File: src/rtl/t05_instr_sequencer.sv
// Multi-cycle control FSM for the t05 datapath: fetch over a req/ack port, decode,
// execute, optional load/store memory phase, then writeback and PC update.
module t05_instr_sequencer #(
  parameter logic [31:0] RESET_PC  = 32'h0000_0000,
  parameter logic [31:0] NOP_INSTR = 32'h0000_0013
) (
  input  logic        clk,
  input  logic        rst,
  input  logic        en,
  input  logic        mem_ack,
  input  logic [31:0] mem_rdata,
  input  logic [31:0] alu_result,
  input  logic [31:0] alu_waddr,
  input  logic        alu_branch,
  input  logic [31:0] imm,
  input  logic [31:0] rs1_data,
  output logic        mem_req,
  output logic        mem_we,
  output logic [31:0] mem_addr,
  output logic [31:0] mem_wdata,
  output logic [31:0] pc,
  output logic [31:0] ir,
  output logic        alu_source,
  output logic        reg_we,
  output logic [31:0] reg_wdata,
  output logic        halted
);

  typedef enum logic [2:0] {
    S_IDLE, S_FETCH, S_DECODE, S_EXECUTE, S_MEM, S_WRITEBACK, S_HALT
  } state_t;

  localparam logic [6:0] OP_R      = 7'b0110011;
  localparam logic [6:0] OP_I      = 7'b0010011;
  localparam logic [6:0] OP_LOAD   = 7'b0000011;
  localparam logic [6:0] OP_STORE  = 7'b0100011;
  localparam logic [6:0] OP_BRANCH = 7'b1100011;
  localparam logic [6:0] OP_JAL    = 7'b1101111;
  localparam logic [6:0] OP_JALR   = 7'b1100111;
  localparam logic [6:0] OP_LUI    = 7'b0110111;

  state_t      state, state_next;
  logic [31:0] load_data;
  logic [31:0] pc_plus4;
  logic [31:0] pc_next;
  logic [31:0] jalr_target;
  logic [6:0]  opcode;
  logic        is_r, is_i, is_load, is_store, is_branch, is_jal, is_jalr, is_lui;
  logic        legal;

  assign opcode      = ir[6:0];
  assign is_r        = (opcode == OP_R);
  assign is_i        = (opcode == OP_I);
  assign is_load     = (opcode == OP_LOAD);
  assign is_store    = (opcode == OP_STORE);
  assign is_branch   = (opcode == OP_BRANCH);
  assign is_jal      = (opcode == OP_JAL);
  assign is_jalr     = (opcode == OP_JALR);
  assign is_lui      = (opcode == OP_LUI);
  assign legal       = is_r | is_i | is_load | is_store | is_branch | is_jal | is_jalr | is_lui;
  assign pc_plus4    = pc + 32'd4;
  assign jalr_target = (rs1_data + imm) & ~32'd1;

  always_comb begin
    pc_next = pc_plus4;
    if (is_jal || (is_branch && alu_branch)) pc_next = pc + imm;
    else if (is_jalr)                        pc_next = jalr_target;
  end

  always_ff @(posedge clk) begin
    if (rst) state <= S_IDLE;
    else     state <= state_next;
  end

  always_ff @(posedge clk) begin
    if (rst) begin
      pc        <= RESET_PC;
      ir        <= NOP_INSTR;
      load_data <= '0;
    end else begin
      if (state == S_FETCH && mem_ack)            ir        <= mem_rdata;
      if (state == S_MEM && mem_ack && is_load)   load_data <= mem_rdata;
      if (state == S_WRITEBACK)                   pc        <= pc_next;
    end
  end

  always_comb begin
    state_next = state;
    unique case (state)
      S_IDLE:      if (en) state_next = S_FETCH;
      S_FETCH:     if (mem_ack) state_next = S_DECODE;
      S_DECODE:    state_next = legal ? S_EXECUTE : S_HALT;
      S_EXECUTE:   state_next = (is_load || is_store) ? S_MEM : S_WRITEBACK;
      S_MEM:       if (mem_ack) state_next = S_WRITEBACK;
      S_WRITEBACK: state_next = en ? S_FETCH : S_IDLE;
      S_HALT:      state_next = S_HALT;
      default:     state_next = S_IDLE;
    endcase
  end

  // Operand select is held from EXECUTE through WRITEBACK so alu_result stays valid
  // for the memory address/data and the writeback value.
  always_comb begin
    mem_req    = 1'b0;
    mem_we     = 1'b0;
    mem_addr   = '0;
    mem_wdata  = '0;
    alu_source = 1'b0;
    reg_we     = 1'b0;
    reg_wdata  = '0;
    halted     = 1'b0;
    unique case (state)
      S_FETCH: begin
        mem_req  = 1'b1;
        mem_addr = pc;
      end
      S_EXECUTE: alu_source = legal && !is_r && !is_branch;
      S_MEM: begin
        alu_source = 1'b1;
        mem_req    = 1'b1;
        if (is_store) begin
          mem_we    = 1'b1;
          mem_addr  = alu_waddr;
          mem_wdata = alu_result;
        end else begin
          mem_addr  = alu_result;
        end
      end
      S_WRITEBACK: begin
        alu_source = !is_r && !is_branch;
        reg_we     = !is_store && !is_branch;
        if (is_load)                reg_wdata = load_data;
        else if (is_jal || is_jalr) reg_wdata = pc_plus4;
        else                        reg_wdata = alu_result;
      end
      S_HALT:  halted = 1'b1;
      default: ;
    endcase
  end

endmodule

File: config.mk
export PLATFORM = sky130hd
export DESIGN_NAME = t05_instr_sequencer
export DESIGN_NICKNAME = d
export VERILOG_FILES = /design/src/rtl/t05_instr_sequencer.sv
export SDC_FILE = /design/constraint.sdc
export NUM_CORES = 1
export LEC_CHECK = 0
export BUFFER_PORTS_ARGS = -buffer_cell sky130_fd_sc_hd__buf_4
export CAP_MARGIN = 20
export CORE_MARGIN = 3
export CORE_UTILIZATION = 41
export DETAILED_ROUTE_END_ITERATION = 6
export PLACE_DENSITY = 0.67
export SLEW_MARGIN = 20
export SYNTH_ARGS = -nofsm -noshare
export SYNTH_HDL_FRONTEND = slang
export SYNTH_SLANG_ARGS = --single-unit
File: constraint.sdc
create_clock -name clk -period 3.3 [get_ports clk]
set_input_delay 0.165 -clock clk [delete_from_list [all_inputs] [get_ports clk]]
set_output_delay 0.165 -clock clk [all_outputs]
set_load 0.02 [all_outputs]
==> results of run 1 <==
==> cells by family after synthesis <==
group	Yosys count	share of synthesized area
AO/OA/AOI/OAI	458	0.2945
XOR/XNOR	66	0.05931
adder cells (fa/ha/maj)	64	0.08371
buffers and inverters	113	0.04635
flip-flops	99	0.2034
multiplexers	38	0.04031
AND/OR/NAND/NOR	575	0.2724
==> power by group <==
part | internal, mW | switching, mW
Sequential | 1.23 | 0.0448
Combinational | 0.492 | 0.694
Clock | 0.550 | 0.541
Total | 2.27 | 1.28
==> placed cells by master, fill, tap and decap left out, drive strengths merged, types with 11 or more instances in the layout <==
master | Yosys | routed
a31oi | 12 | 12
xnor2 | 38 | 38
nor3 | 25 | 25
nand2 | 253 | 253
ha | 62 | 62
a21oi | 174 | 174
o211ai | 15 | 15
and2 | 11 | 11
mux2i | 37 | 37
nand4 | 15 | 15
buf | 16 | 375
nor2 | 123 | 123
dfxtp | 99 | 99
a21o | 26 | 26
and3 | 47 | 47
nand3 | 37 | 37
xor2 | 28 | 28
a211oi | 39 | 39
o21ai | 96 | 96
inv | 17 | 18
==> synth_stat cells (all sizes together) (5+ instances only) <==
library cell	number
ha	62
a211oi	39
a31oi	12
a311oi	6
nor2b	7
clkbuf	80
nand2b	9
nor3b	8
a221oi	8
xnor2	38
nand4	15
mux2i	37
nand3	37
a211o	6
and2	11
dfxtp	99
nor3	25
o21ai	96
o21a	9
or3	10
nand2	253
o22ai	10
inv	17
nor4	7
and3	47
or2	5
a21oi	174
o31ai	5
buf	16
o21bai	5
nor2	123
a21o	26
and4	9
o211ai	15
xor2	28
==> worst max-delay path: stages (launching register included) <==
cell     delay (ns)
dfxtp_1        0.57
and4_1         0.32
nand3_1        0.20
nor2_2         0.28
nand3_1        0.13
xnor2_1        0.21
nor2_1         0.09
or3_1          0.32
a21oi_1        0.27
buf_4          0.20
==> what timing repair did <==
action | 4_1_cts | 5_1_grt
setup buffers | 0 | 3
endpoints found under the setup margin | 0 | 14
resized for setup | 0 | 4
==> per-layer routing <==
layer	part of all wire	vias to the layer above	routed length, um
met5	0	-	0
li1	-	5722	-
met4	0.035	0	1417
met2	0.48	574	19910
met3	0.072	92	2977
met1	0.41	5499	16770
==> stage by stage <==
| step | TNS [ns] | power [mW] |
|---|---|---|
| after floorplan | 0 | 1.985 |
| final | 0 | 3.553 |
| after detailed placement | 0 | 2.470 |
| after global routing | -0.01073 | 3.714 |
| after global placement | 0 | 2.469 |
| after CTS | 0 | 3.558 |
==> layout make-up <==
| type | instances | area (um^2) |
|---|---|---|
| flip-flops and latches | 99 | 1984 |
| clock inverters | 6 | 61.31 |
| repair buffers | 375 | 2828 |
| clock buffers | 10 | 239.0 |
| multi-input cells | 1201 | 7350 |
| well taps | 313 | 391.6 |
| inverters | 17 | 63.81 |
| fillers | 2344 | 10070 |
==> state kept, by name, summed over array words and instances, names as in the netlist <==
name,count
load_data,32
pc,32
ir,32
state,3
==> worst min-delay path by stage <==
stage | start | end | depth (start not counted)
floorplan | mem_rdata[0] | ir[0] | 2
global placement | mem_rdata[1] | ir[1] | 3
detailed placement | mem_rdata[0] | ir[0] | 3
CTS | mem_rdata[0] | ir[0] | 3
global route | mem_rdata[1] | ir[1] | 3
finish | mem_rdata[0] | ir[0] | 3
==> metrics.txt, run 1 <==
Worst-Margin Slew=0.7873 ns; number of enable flip-flop cells after synthesis=0; post-route setup slack=between 0.15 and 0.2 ns; Final #Nets=between 1500 and 2000; Non-Filler Instances=around 2000; post-route cell area=around 13000 um^2; Mapped Nets=about 1600; largest net degree at the start of global routing=58; CTS Hold Buffers Added=0; reg2reg setup slack=0.27 ns; WP data required=~3.1 ns; FF-to-FF path depth=9; status=completed; DRT iter0 DRCs=between 1000 and 1500; CP arrival=between 2 and 3 ns; Max Clk Rate=approximately 0.32 GHz; Yosys top cell by area=dfxtp_1; Slew Viols, Final=0; gpl congestion=0.9606; DRC viols=0; DR pass1 iterations=5; crit path from=pc[7]; CP endpoint=reg_wdata[17]; first-pass GRT wire length=approximately 62 mm; Pwr per Cell Area=between 200 and 300 nW/um^2; hold_ws=0.02394 ns; Seq cells post-synth=99; clk slew on worst S/H paths=approximately 0.080 ns; Crit Path Max Fanout=10; Placement Setup Slack=0.3118 ns; vias in the first global route=about 11000; CTS root buffer=clkbuf_16; Initial Utilization=0.4240; final hold violations=0; Core Rows=55; worst r2r src=pc[4]; Total GRT Usage=0.3033; Seq/Total Area, Yosys=0.2034; grt total ovfl=0; most used routing layer=met2; Async S/R FF share, synth=0; Slew headroom=0.4722; Critical Path Start Type=register; CTS Buffer Depth=2; M2 GR Usage=0.5242; dpl cell area=12580 um^2; DP Wirelength=32.20 mm; top cells by area, synth=dfxtp_1 20%, nand2_1 9.7%, a21oi_1 8.8%; GRT met1 Usage=0.3844; Avg Vias per Cell=approximately 5.9; Leakage=around 5.6 nW; Post-synth top flop=dfxtp_1; clk_skew=~0.015 ns; post-route ant nets=0; CTS tree=built; worst hold path class=in -> reg; share of layout cells above drive strength 1=0.2459; Ports=330; die width=between 150 and 200 um; type of the worst setup path=reg -> out; count of input and output buffers=~330; FF-to-FF End=pc[21]; Clock Latency Late Sink=around 0.36 ns; Peak VDD IR=about 0.22 mV; ant diodes=0; Final Core Density=0.5620; die height=160.2 um; Synth top area share=0.2034; Total Routed Length=slightly above 40 mm; dpl cells=~2000; Min Clock Period, post-route=around 3.1 ns; met3 usage=0.04462; nature of the critical path endpoint=output pin; CTS Sinks=99; core area=roughly 23000 um^2; synth warn=0; Mean Syn Cell Area=6.897 um^2; max-cap violations=0; CTS Buf Count=9; Unique masters post-synth=between 70 and 80; period utilisation layout=0.9440; via count=11890; Mapped Area=between 9000 and 10000 um^2; die area=25660 um^2; final-report setup violation count=0; Syn-to-layout area delta=32.55%; antenna violations before repair=0; WL/cell=a little over 20 um; H-tree levels=3; synthesized instance count=1413
Note: power is estimated with default switching activity, not from simulation.
==> run 2: changes to the inputs <==
==> constraint.sdc (replaced) <==
create_clock -name clk -period 3 [get_ports clk]
set_input_delay 0.15 -clock clk [delete_from_list [all_inputs] [get_ports clk]]
set_output_delay 0.15 -clock clk [all_outputs]
set_load 0.02 [all_outputs]
==> metrics.txt, run 2 (synthesized netlist as in run 1, its figures left out) <==
Initial Utilization=0.4240; post-route setup slack=approximately 0.14 ns; CTS tree=built; CP arrival=2.71 ns; P_sw=approximately 1.4 mW; Clock Latency Late Sink=around 0.37 ns; Slew headroom=0.4845; ant diodes=0; first-pass GRT wire length=between 60 and 70 mm; CP peak stage delay=between 0.4 and 0.5 ns; Max Clk Rate=between 0.3 and 0.4 GHz; core area=approximately 23000 um^2; Top Family by Delay on Critical Path=simple AND/OR/NAND/NOR gates; Top Registers=ir x32, load_data x32, pc x32; Min Clock Period, post-route=between 2 and 3 ns; Critical Path Start Type=register; final hold violations=0; grt total ovfl=0; Core Rows=55; nature of the critical path endpoint=output pin; DRT iter0 DRCs=860; Post-Route Setup TNS=0 ns; CP bufs+invs=1; hold_ws=approximately 0.014 ns; CTS root buffer=clkbuf_16; Int Power=approximately 2.5 mW; WL/cell=about 21 um; final-report setup violation count=0; die area=about 26000 um^2; Crit Path Max Fanout=7; gpl congestion=roughly 0.95; period utilisation layout=0.9522; CTS Buffer Depth=2; Final #Nets=around 1900; Filler cells=2355; Leakage=about 5.7 nW; clk slew on worst S/H paths=0.08 ns; worst hold path class=in -> reg; commonest non-fill, non-tap cells in the layout=389 x buf_4, 253 x nand2_1, 171 x a21oi_1, 120 x nor2_1, 93 x o21ai_0; Final Core Density=0.5701; DR pass1 iterations=5; post-route ant nets=0; share of layout cells above drive strength 1=0.2612; clk_skew=between 0.01 and 0.015 ns; Pwr per Cell Area=~300 nW/um^2; Total Routed Length=roughly 42 mm; vias in the first global route=approximately 11000; CTS Hold Buffers Added=0; Total GRT Usage=0.3113; Peak VDD IR=0.2439 mV; CTS Sinks=between 90 and 100; Placement Setup Slack=0.2026 ns; antenna violations before repair=0; type of the worst setup path=reg -> out; Avg Vias per Cell=5.889; commonest non-fill, non-tap cell in the layout=buf_4; Worst-Margin Slew=between 0.7 and 0.8 ns; Syn-to-layout area delta=34.45%; Reg area=about 2000 um^2; share of power burned in registers=0.358; WP data required=approximately 2.9 ns; via count=around 12000; Slew Viols, Final=0; DRC viols=0; count of input and output buffers=between 300 and 400; die height=approximately 160 um; largest net degree at the start of global routing=60; Comb pwr share=0.341; clock share of power=0.301; Multi-input gate area=about 7400 um^2; crit path cell chain=ha_2 -> and4_1 -> and3_2 -> nand3_2 -> nor3_4 -> xnor2_1 -> a211oi_1 -> a21oi_1 -> nor2_1 -> buf_4; CTS Buf Count=9; die width=~160 um; Net Sw Frac=0.3637; status=completed; slowest stage cell, crit path=dfxtp_2; max-cap violations=0; Ports=330; DP Wirelength=roughly 33 mm; RSZ-0062 raised after global routing=no; H-tree levels=3
-- run 2: power groups by stage --
| stage | Sequential (mW) | Clock, mW | Combinational [mW] |
|---|---|---|---|
| floorplan | 1.46 | 0 | 0.726 |
| global placement | 1.43 | 0 | 1.30 |
| detailed placement | 1.43 | 0 | 1.31 |
| CTS | 1.40 | 1.19 | 1.31 |
| global route | 1.40 | 1.23 | 1.44 |
| finish | 1.40 | 1.18 | 1.33 |
-- run 2: worst register-to-register path: cells and delay by family, from the launching register on --
kind	cells	cell delay, ns
AOI/OAI and AO/OA	6	1.37
xor gates and xnor gates	1	0.15
adders and majority gates	2	0.56
buffers and inverters	1	0.05
DFF	1	0.34
and+or+nand+nor	1	0.20
-- run 2: worst paths after layout --
path	from	end	slack (ns)	depth (start not counted)
worst max-delay path	pc[3]	reg_wdata[24]	0.14	10
worst min-delay path	mem_rdata[1]	ir[1]	0.01	3
worst max register to register	pc[0]	pc[26]	0.24	11
worst min register to register	load_data[20]	load_data[20]	0.46	2
-- run 2: per-layer routing --
| metal | part of all wire | vias to the layer above | track usage | wire, um |
|---|---|---|---|---|
| li1 | - | 5763 | - | - |
| met1 | 0.41 | 5640 | 0.3869 | 17200 |
| met2 | 0.49 | 501 | 0.5459 | 20680 |
| met3 | 0.064 | 87 | 0.04799 | 2682 |
| met4 | 0.036 | 0 | 0.1093 | 1508 |
| met5 | 0 | - | 0 | 0 |
-- run 2: cell type report --
cell class	instances	area share
inverters	17	0.004870
clock inverters	6	0.004393
well taps	313	0.02989
multi-input cells	1201	0.5658
flip-flops and latches	99	0.1519
repair buffers	391	0.2259
clock buffers	9	0.01719
-- run 2: per-stage QoR --
stage | cells | instance area [um^2] | total power [mW]
floorplan | 1413 | 9746 | 2.183
global placement | 2020 | 12730 | 2.732
detailed placement | 2020 | 12730 | 2.736
CTS | 2035 | 13030 | 3.902
global route | 2036 | 13100 | 4.076
finish | 2036 | 13100 | 3.907
-- run 2: timing repair --
action,in CTS,in global routing
pin swaps,0,1
setup buffers,0,1
cloned,0,0
setup endpoints to repair,3,17
endpoints found under the hold margin,0,0
gates resized for setup,4,19
